==> src/rtl/tms_spi_boot_loader.sv <==
`default_nettype none
// +--------------------------------------------------------------------------+
// | tms_spi_boot_loader                                                      |
// | Copies the TMS program image from SPI NOR flash (READ 0x03, mode 0) into |
// | the program SRAM and holds the CPU in reset until the image is loaded.   |
// | Optional: define BOOT_CHECKSUM_EN to verify a trailing sum word.         |
// | Revision: 1.0                                                            |
// +--------------------------------------------------------------------------+
module tms_spi_boot_loader #(
    parameter int unsigned WORDS      = 512,
    parameter int unsigned CLK_DIV    = 2,
    parameter logic [23:0] FLASH_ADDR = 24'h000000
) (
    input  logic        wb_clk_i,
    input  logic        wb_rst_i,
    input  logic        boot_req,
    output logic        spi_csb,
    output logic        spi_sck,
    output logic        spi_mosi,
    input  logic        spi_miso,
    output logic        ram_csb,
    output logic        ram_web,
    output logic [8:0]  ram_addr,
    output logic [31:0] ram_din,
    output logic        cpu_reset_o,
    output logic        busy,
    output logic        done,
    output logic        error
);

    localparam logic [2:0] S_IDLE   = 3'd0;
    localparam logic [2:0] S_CMD    = 3'd1;
    localparam logic [2:0] S_READ   = 3'd2;
    localparam logic [2:0] S_WRITE  = 3'd3;
    localparam logic [2:0] S_FINISH = 3'd4;
    localparam logic [2:0] S_DONE   = 3'd5;
    localparam logic [2:0] S_ERROR  = 3'd6;

    localparam int unsigned      DIV_W      = (CLK_DIV > 1) ? $clog2(CLK_DIV) : 1;
    localparam logic [DIV_W-1:0] C_DIV_LAST = DIV_W'(CLK_DIV - 1);
    localparam logic [8:0]       C_LAST_IDX = 9'(WORDS - 1);
    localparam logic [31:0]      C_READ_CMD = {8'h03, FLASH_ADDR};

    logic [2:0]       r_state;
    logic [DIV_W-1:0] r_div;
    logic [4:0]       r_bit;
    logic [8:0]       r_idx;
    logic [31:0]      r_cmd;
    logic [31:0]      r_shift;
    logic             r_spi_csb;
    logic             r_spi_sck;
    logic             r_spi_mosi;
    logic             r_ram_csb;
    logic             r_ram_web;
    logic [8:0]       r_ram_addr;
    logic [31:0]      r_ram_din;
    logic             r_cpu_reset;
    logic             r_busy;
    logic             r_done;
`ifdef BOOT_CHECKSUM_EN
    logic             r_error;
    logic             r_chk;
    logic [31:0]      r_sum;
`endif

    logic        w_tick;
    logic        w_rise;
    logic        w_fall;
    logic        w_start;
    logic        w_last_bit;
    logic [31:0] w_word;

    assign w_tick     = (r_div == C_DIV_LAST);
    assign w_rise     = w_tick & ~r_spi_sck;
    assign w_fall     = w_tick & r_spi_sck;
    assign w_last_bit = w_fall & (r_bit == 5'd31);
    assign w_start    = (r_state == S_IDLE) ||
                        (((r_state == S_DONE) || (r_state == S_ERROR)) && boot_req);
    // Bytes arrive MSB-first in flash order; flash byte 0 lands in bits [7:0].
    assign w_word     = {r_shift[7:0], r_shift[15:8], r_shift[23:16], r_shift[31:24]};

    always_ff @(posedge wb_clk_i or posedge wb_rst_i) begin
        if (wb_rst_i) begin
            r_state     <= S_IDLE;
            r_div       <= '0;
            r_bit       <= '0;
            r_idx       <= '0;
            r_cmd       <= '0;
            r_shift     <= '0;
            r_spi_csb   <= 1'b1;
            r_spi_sck   <= 1'b0;
            r_spi_mosi  <= 1'b0;
            r_ram_csb   <= 1'b1;
            r_ram_web   <= 1'b1;
            r_ram_addr  <= '0;
            r_ram_din   <= '0;
            r_cpu_reset <= 1'b1;
            r_busy      <= 1'b0;
            r_done      <= 1'b0;
`ifdef BOOT_CHECKSUM_EN
            r_error     <= 1'b0;
            r_chk       <= 1'b0;
            r_sum       <= '0;
`endif
        end else if (w_start) begin
            r_state     <= S_CMD;
            r_div       <= '0;
            r_bit       <= '0;
            r_idx       <= '0;
            r_cmd       <= {C_READ_CMD[30:0], 1'b0};
            r_spi_csb   <= 1'b0;
            r_spi_sck   <= 1'b0;
            r_spi_mosi  <= C_READ_CMD[31];
            r_ram_csb   <= 1'b1;
            r_ram_web   <= 1'b1;
            r_cpu_reset <= 1'b1;
            r_busy      <= 1'b1;
            r_done      <= 1'b0;
`ifdef BOOT_CHECKSUM_EN
            r_error     <= 1'b0;
            r_chk       <= 1'b0;
            r_sum       <= '0;
`endif
        end else begin
            case (r_state)
                S_CMD: begin
                    r_div <= w_tick ? '0 : r_div + 1'b1;
                    if (w_tick) begin
                        r_spi_sck <= ~r_spi_sck;
                    end
                    // MOSI only moves on the falling SCK edge so it is stable at the rise.
                    if (w_fall) begin
                        r_bit      <= r_bit + 5'd1;
                        r_spi_mosi <= r_cmd[31];
                        r_cmd      <= {r_cmd[30:0], 1'b0};
                        if (r_bit == 5'd31) begin
                            r_spi_mosi <= 1'b0;
                            r_state    <= S_READ;
                        end
                    end
                end
                S_READ: begin
                    r_div <= w_tick ? '0 : r_div + 1'b1;
                    if (w_tick) begin
                        r_spi_sck <= ~r_spi_sck;
                    end
                    if (w_rise) begin
                        r_shift <= {r_shift[30:0], spi_miso};
                    end
                    if (w_fall) begin
                        r_bit <= r_bit + 5'd1;
                    end
                    if (w_last_bit) begin
`ifdef BOOT_CHECKSUM_EN
                        if (r_chk) begin
                            r_spi_csb <= 1'b1;
                            r_busy    <= 1'b0;
                            r_done    <= (w_word == r_sum);
                            r_error   <= (w_word != r_sum);
                            r_state   <= S_FINISH;
                        end else begin
                            r_ram_csb  <= 1'b0;
                            r_ram_web  <= 1'b0;
                            r_ram_addr <= r_idx;
                            r_ram_din  <= w_word;
                            r_state    <= S_WRITE;
                        end
`else
                        r_ram_csb  <= 1'b0;
                        r_ram_web  <= 1'b0;
                        r_ram_addr <= r_idx;
                        r_ram_din  <= w_word;
                        r_state    <= S_WRITE;
`endif
                    end
                end
                S_WRITE: begin
                    r_ram_csb <= 1'b1;
                    r_ram_web <= 1'b1;
                    r_div     <= '0;
`ifdef BOOT_CHECKSUM_EN
                    r_sum     <= r_sum + r_ram_din;
`endif
                    if (r_idx == C_LAST_IDX) begin
`ifdef BOOT_CHECKSUM_EN
                        r_chk   <= 1'b1;
                        r_state <= S_READ;
`else
                        r_spi_csb <= 1'b1;
                        r_spi_sck <= 1'b0;
                        r_busy    <= 1'b0;
                        r_done    <= 1'b1;
                        r_state   <= S_FINISH;
`endif
                    end else begin
                        r_idx   <= r_idx + 9'd1;
                        r_state <= S_READ;
                    end
                end
                S_FINISH: begin
                    // CPU leaves reset one cycle after done so it never overlaps busy.
                    if (r_done) begin
                        r_cpu_reset <= 1'b0;
                    end
                    r_state <= r_done ? S_DONE : S_ERROR;
                end
                default: begin
                    r_state <= r_state;
                end
            endcase
        end
    end

    assign spi_csb     = r_spi_csb;
    assign spi_sck     = r_spi_sck;
    assign spi_mosi    = r_spi_mosi;
    assign ram_csb     = r_ram_csb;
    assign ram_web     = r_ram_web;
    assign ram_addr    = r_ram_addr;
    assign ram_din     = r_ram_din;
    assign cpu_reset_o = r_cpu_reset;
    assign busy        = r_busy;
    assign done        = r_done;
`ifdef BOOT_CHECKSUM_EN
    assign error       = r_error;
`else
    assign error       = 1'b0;
`endif

endmodule
`default_nettype wire

==> config.mk <==
export PLATFORM = sky130hd
export DESIGN_NAME = tms_spi_boot_loader
export DESIGN_NICKNAME = d
export VERILOG_FILES = /design/src/rtl/tms_spi_boot_loader.sv
export SDC_FILE = /design/constraint.sdc
export NUM_CORES = 1
export LEC_CHECK = 0
export BUFFER_PORTS_ARGS = -buffer_cell sky130_fd_sc_hd__buf_2
export CAP_MARGIN = 40
export CELL_PAD_IN_SITES_DETAIL_PLACEMENT = 0
export CELL_PAD_IN_SITES_GLOBAL_PLACEMENT = 1
export CORE_MARGIN = 2
export CORE_UTILIZATION = 30
export CTS_BUF_LIST = sky130_fd_sc_hd__clkbuf_4 sky130_fd_sc_hd__clkbuf_8
export DETAILED_ROUTE_END_ITERATION = 10
export PLACE_DENSITY = 0.67
export SLEW_MARGIN = 30
export SYNTH_ARGS = -nofsm -noshare
export SYNTH_HDL_FRONTEND = slang
export SYNTH_SLANG_ARGS = --single-unit
==> constraint.sdc <==
create_clock -name wb_clk_i -period 3.3 [get_ports wb_clk_i]
set_clock_uncertainty 0.15 [all_clocks]
set_input_delay 0.165 -clock wb_clk_i [delete_from_list [all_inputs] [get_ports wb_clk_i]]
set_output_delay 0.165 -clock wb_clk_i [all_outputs]
set_load 0.01 [all_outputs]
-- After elaboration in Yosys (flattened, before gate mapping)
Index checks and enable logic that the tools add are counted.
- output and inout bits: 50
- register bits after elaboration: 130
- reductions and logical operators: 25
- muxes and demuxes: 38
- bitwise gates (word level): 5
- equality and inequality tests: 14
- add/sub/neg operators: 3
- operator list (operator ; number):
    $mux W32 ; 3
    $mux W9 ; 3
    $mux W1 ; 19
    $mux W3 ; 5
    $mux W5 ; 3
    $reduce_bool A2 Y1 ; 7
    $ne A3 B3 Y1 const B ; 4
    $pmux W3 S4 ; 1
    $reduce_and A2 Y1 ; 6
    $add A9 B1 Y9 const B ; 1
    $eq A3 B3 Y1 const B ; 3
    $eq A9 B9 Y1 const B ; 1
    $reduce_and A3 Y1 ; 3
    $eq A3 B2 Y1 const B ; 2
    $pmux W1 S2 ; 3
    $reduce_bool A3 Y1 ; 2
    $add A5 B1 Y5 const B ; 1
    $eq A5 B5 Y1 const B ; 1
    $reduce_bool A5 Y1 ; 1
    $reduce_and A4 Y1 ; 1
    $and A1 B1 Y1 ; 3
    $eq A3 B1 Y1 const B ; 1
    $logic_not A3 Y1 ; 1
    $ne A3 B1 Y1 const B ; 1
    7 further kinds ; 9

-- Longest topological paths before layout
- word-level depth: 6
- gate-level depth with buffers: 9

-- Worst setup path after synthesis
Ideal clock, no wire load.
- kind: reg-to-reg
- start: register r_idx[0]
- end: register r_idx[5]
- stages on the path, launching flop included: 9
- path slack: 1141 ps
- data required time: 3073 ps
- setup time: 77 ps
- arrival time: 1931 ps
- buffers on the path: 1
- clock period less this slack: 2159 ps
- cells stage by stage: dfrtp_1 -> ha_1 -> nand3_1 -> nor2_1 -> ha_1 -> nand4bb_1 -> clkbuf_1 -> or4_1 -> a21oi_1
- word-level cells in the longest chain between the ends: 4
- ends and longest elaborated chain (element ; line ; text):
    start, declared ; 47 ; logic [8:0] r_idx;
    start signal, assigned ; 196 ; r_idx <= r_idx + 9'd1;
    $add A9 B1 Y9 ; 196 ;
    $mux W9 ; 184 ; if (r_idx == C_LAST_IDX) begin
    $mux W9 ; 125 ; case (r_state)
    $mux W9 ; 105 ; end else if (w_start) begin
Several ways; a longest one is shown, not always the timed one. The select of a mux whose other input is x is not followed.
A chain may end at the register's enable or synchronous reset.

-- Worst setup path in the final report
Ends and elaborated chain as after synthesis.

==> summary.md <==
| Metric | Value |
|---|---|
| Register area | `2630 um^2` |
| CTS Buf Count | `9` |
| FMAX | `0.366 GHz` |
| Post-synth top area cell | `dfrtp_1` |
| Max Slew Vio Count | `0` |
| Final hold viol count | `0` |
| Max-cap violations | `0` |
| Hpwl dp | `5420 um` |
| Clock sinks | `105` |
| DRC errors left | `0` |
| Ys Warns | `0` |
| Routed wire length | `8220 um` |
| Slew margin rel. | `0.565` |
| Max Buffers Root-to-Sink | `2` |
| Sequential-to-total area share from yosys stat | `0.593` |
| Syn Nets | `350` |
| Die Area | `15800 um^2` |
| Worst Setup Slack, final | `0.564 ns` |
| Share of cells above drive strength 1 | `0.394` |
| Tightest Pin Transition | `0.652 ns` |
| Pwr/cell area | `411 nW/um^2` |
| CP required | `3.45 ns` |
| Syn-to-layout area delta | `15.4%` |
| DR pass1 iterations | `5` |
| Minimum clock period | `2.74 ns` |
| Reg clk slew, reported paths | `0.10 ns` |
| Die Y | `126 um` |
| Mapped Cells | `342` |
| Post-synth top flop | `dfrtp_1` |
| Asr flop ratio synth | `1.00` |
| Row count | `44` |
| Critical path data arrival time | `2.88 ns` |
| Post-route ant nets | `0` |
| CP Max Fanout | `18` |
| Initial Util | `0.306` |
| Initial antenna violation count | `0` |
| Worst-Skew Late Latency | `0.37 ns` |
| Util after Layout | `0.354` |
| Vias per inst | `4.90` |
| Yosys top cell area share | `0.575` |
| Startpoint types | `flop` |
| Yosys cell types | `45` |
| GP Congestion | `0.751` |
| # Post-CTS Setup Buffers | `0` |
| Setup crit end kind | `flop` |
| CTS H-Tree Depth | `3` |
| # resized after CTS | `0` |
| Setup CP Type | `flop to flop` |
| Setup TNS | `0 ns` |
| Vias in the first global route | `2874` |
| DR vias | `2851` |
| Chip width | `126 um` |
| IO Port Bufs | `52` |
| VDD IR max | `0.000155 V` |
| Synth top area cells | `dfrtp_1 (58%), mux2_2 (19%), o21ai_0 (2.5%)` |
| FF+latch count, synth | `105` |
| Finish-stage setup viols | `0` |
| Largest net degree at the start of global routing | `84` |
| Final std cells w/o fill | `582` |
| Fillers | `1408` |
| Post-Syn Area per Cell | `13.0 um^2` |
| Placed insts | `562` |
| Nets | `401` |
| Final Cycle Share | `0.829` |
| CTS Hold Bufs | `2` |
| HP Class | `input port to flop` |
| 1st-iter DRT viols | `162` |
| Top cells by count, synth | `dfrtp_1 (102), mux2_2 (73), o21ai_0 (22)` |
| Post-synthesis cell area | `4440 um^2` |
| IO Count | `54` |
| GRT Total Usage | `0.111` |
| Status | `finished clean` |
| CTS tree | `built` |
| Routed len/inst | `14.1 um` |
| PnR Total Power | `2.11 mW` |
| Global-route wire length before repair | `14400 um` |
| Post-Place Worst Slack | `0.570 ns` |
| LEAKAGE | `2.57 nW` |
| Area of the multi-input gates | `1660 um^2` |
| Post-synth EDFFs | `0` |
| Clock Root Buffer | `clkbuf_8` |
| Core Region | `14500 um^2` |
| Grt ovf | `0` |
| Most frequent cell after synthesis | `dfrtp_1` |
| Unrepaired setup endpoints after global routing | `false` |
| Ant. Diodes | `0` |
[sequential cells by signal, summed over array words and instances (netlist names), 3 cells and up]
signal / flops
r_state: 3
ram_din: 32
r_shift: 32
r_cmd: 7
r_idx: 9
r_bit: 5
ram_addr: 9
[power breakdown]
group	leakage [nW]	switching, mW	internal, mW	total (mW)
Sequential	1.39	0.000384	1.29	1.29
Clock	0.0973	0.470	0.313	0.783
Combinational	1.09	0.0286	0.00918	0.0378
Total	2.57	0.499	1.61	2.11
[cells by family after synthesis]
| kind of cell | count (synthesis) | synth area share |
|---|---|---|
| adder cells (fa/ha/maj) | 4 | 0.0113 |
| AO/OA/AOI/OAI | 66 | 0.0914 |
| other | 1 | 0.000845 |
| AND/OR/NAND/NOR | 58 | 0.0784 |
| buffers and inverters | 32 | 0.0336 |
| flip-flops | 105 | 0.593 |
| XOR/XNOR | 2 | 0.00395 |
| multiplexers | 74 | 0.188 |
[cell usage in the layout (no fill, tap or decap), types with 2 or more instances in the layout]
cell type | synthesis | final
inv_1 | 9 | 8
o22ai_1 | 4 | 4
a21oi_1 | 17 | 17
nand3_1 | 10 | 9
o31ai_1 | 6 | 6
and3_1 | 2 | 2
buf_2 | 14 | 52
nand4b_1 | 3 | 3
clkbuf_8 | 0 | 10
nand4_1 | 4 | 4
inv_6 | 0 | 3
inv_8 | 0 | 2
buf_4 | 3 | 7
and3b_1 | 3 | 3
o2bb2ai_1 | 5 | 5
dfstp_2 | 3 | 3
o211ai_1 | 2 | 2
nand2_1 | 10 | 10
a211oi_1 | 2 | 2
or3_1 | 5 | 5
nor2b_1 | 2 | 2
dfrtp_1 | 102 | 102
a221oi_1 | 2 | 2
dlygate4sd3_1 | 0 | 2
ha_1 | 4 | 4
or2_2 | 2 | 2
nor2_1 | 4 | 4
nor3b_1 | 2 | 2
mux2_2 | 73 | 73
o21ai_0 | 22 | 22
or4_1 | 5 | 5
[path summary, 6_finish.rpt]
| check | from | slack [ns] | to | cells past startpoint |
|---|---|---|---|---|
| min reg2reg | r_cmd[29] | 0.34 | r_cmd[30] | 1 |
| max in group asynchronous | wb_rst_i | 1.99 | r_shift[15] | 5 |
| min | boot_req | 0.04 | r_state[2] | 4 |
| max | r_idx[0] | 0.56 | r_idx[5] | 7 |
| max reg2reg | r_idx[0] | 0.56 | r_idx[5] | 7 |
| min in group asynchronous | wb_rst_i | 0.16 | ram_din[11] | 3 |
[area by class of cell]
class | instances | share of cell area
well taps | 184 | 0.0450
multi-input cells | 205 | 0.324
repair buffers | 63 | 0.0713
inverters | 9 | 0.00757
clock buffers | 10 | 0.0269
clock inverters | 6 | 0.0110
flip-flops and latches | 105 | 0.514
[worst max-delay path, cell delays in order, from the launching register on]
cell,delay (ns)
dfrtp_1,0.43
ha_1,0.26
nand3_1,0.09
nor2_1,0.05
ha_1,0.25
nand4bb_1,0.61
or4_1,0.68
a21oi_1,0.15
[through the flow]
stage,hold slack (ns),area (um^2)
final,0.0357,5120
after global routing,0.0410,5120
after CTS,0.0192,5090
after detailed placement,0.213,4870
after global placement,0.251,4870
after floorplan,0.166,4440
[layer usage]
layer	vias up	part of all wire	GRT usage
met5	-	0	0
met4	0	0.017	0.0431
met3	10	0.040	0.0255
met2	62	0.47	0.174
met1	1431	0.47	0.150
li1	1348	-	-
(Power assumes the default switching activity.)
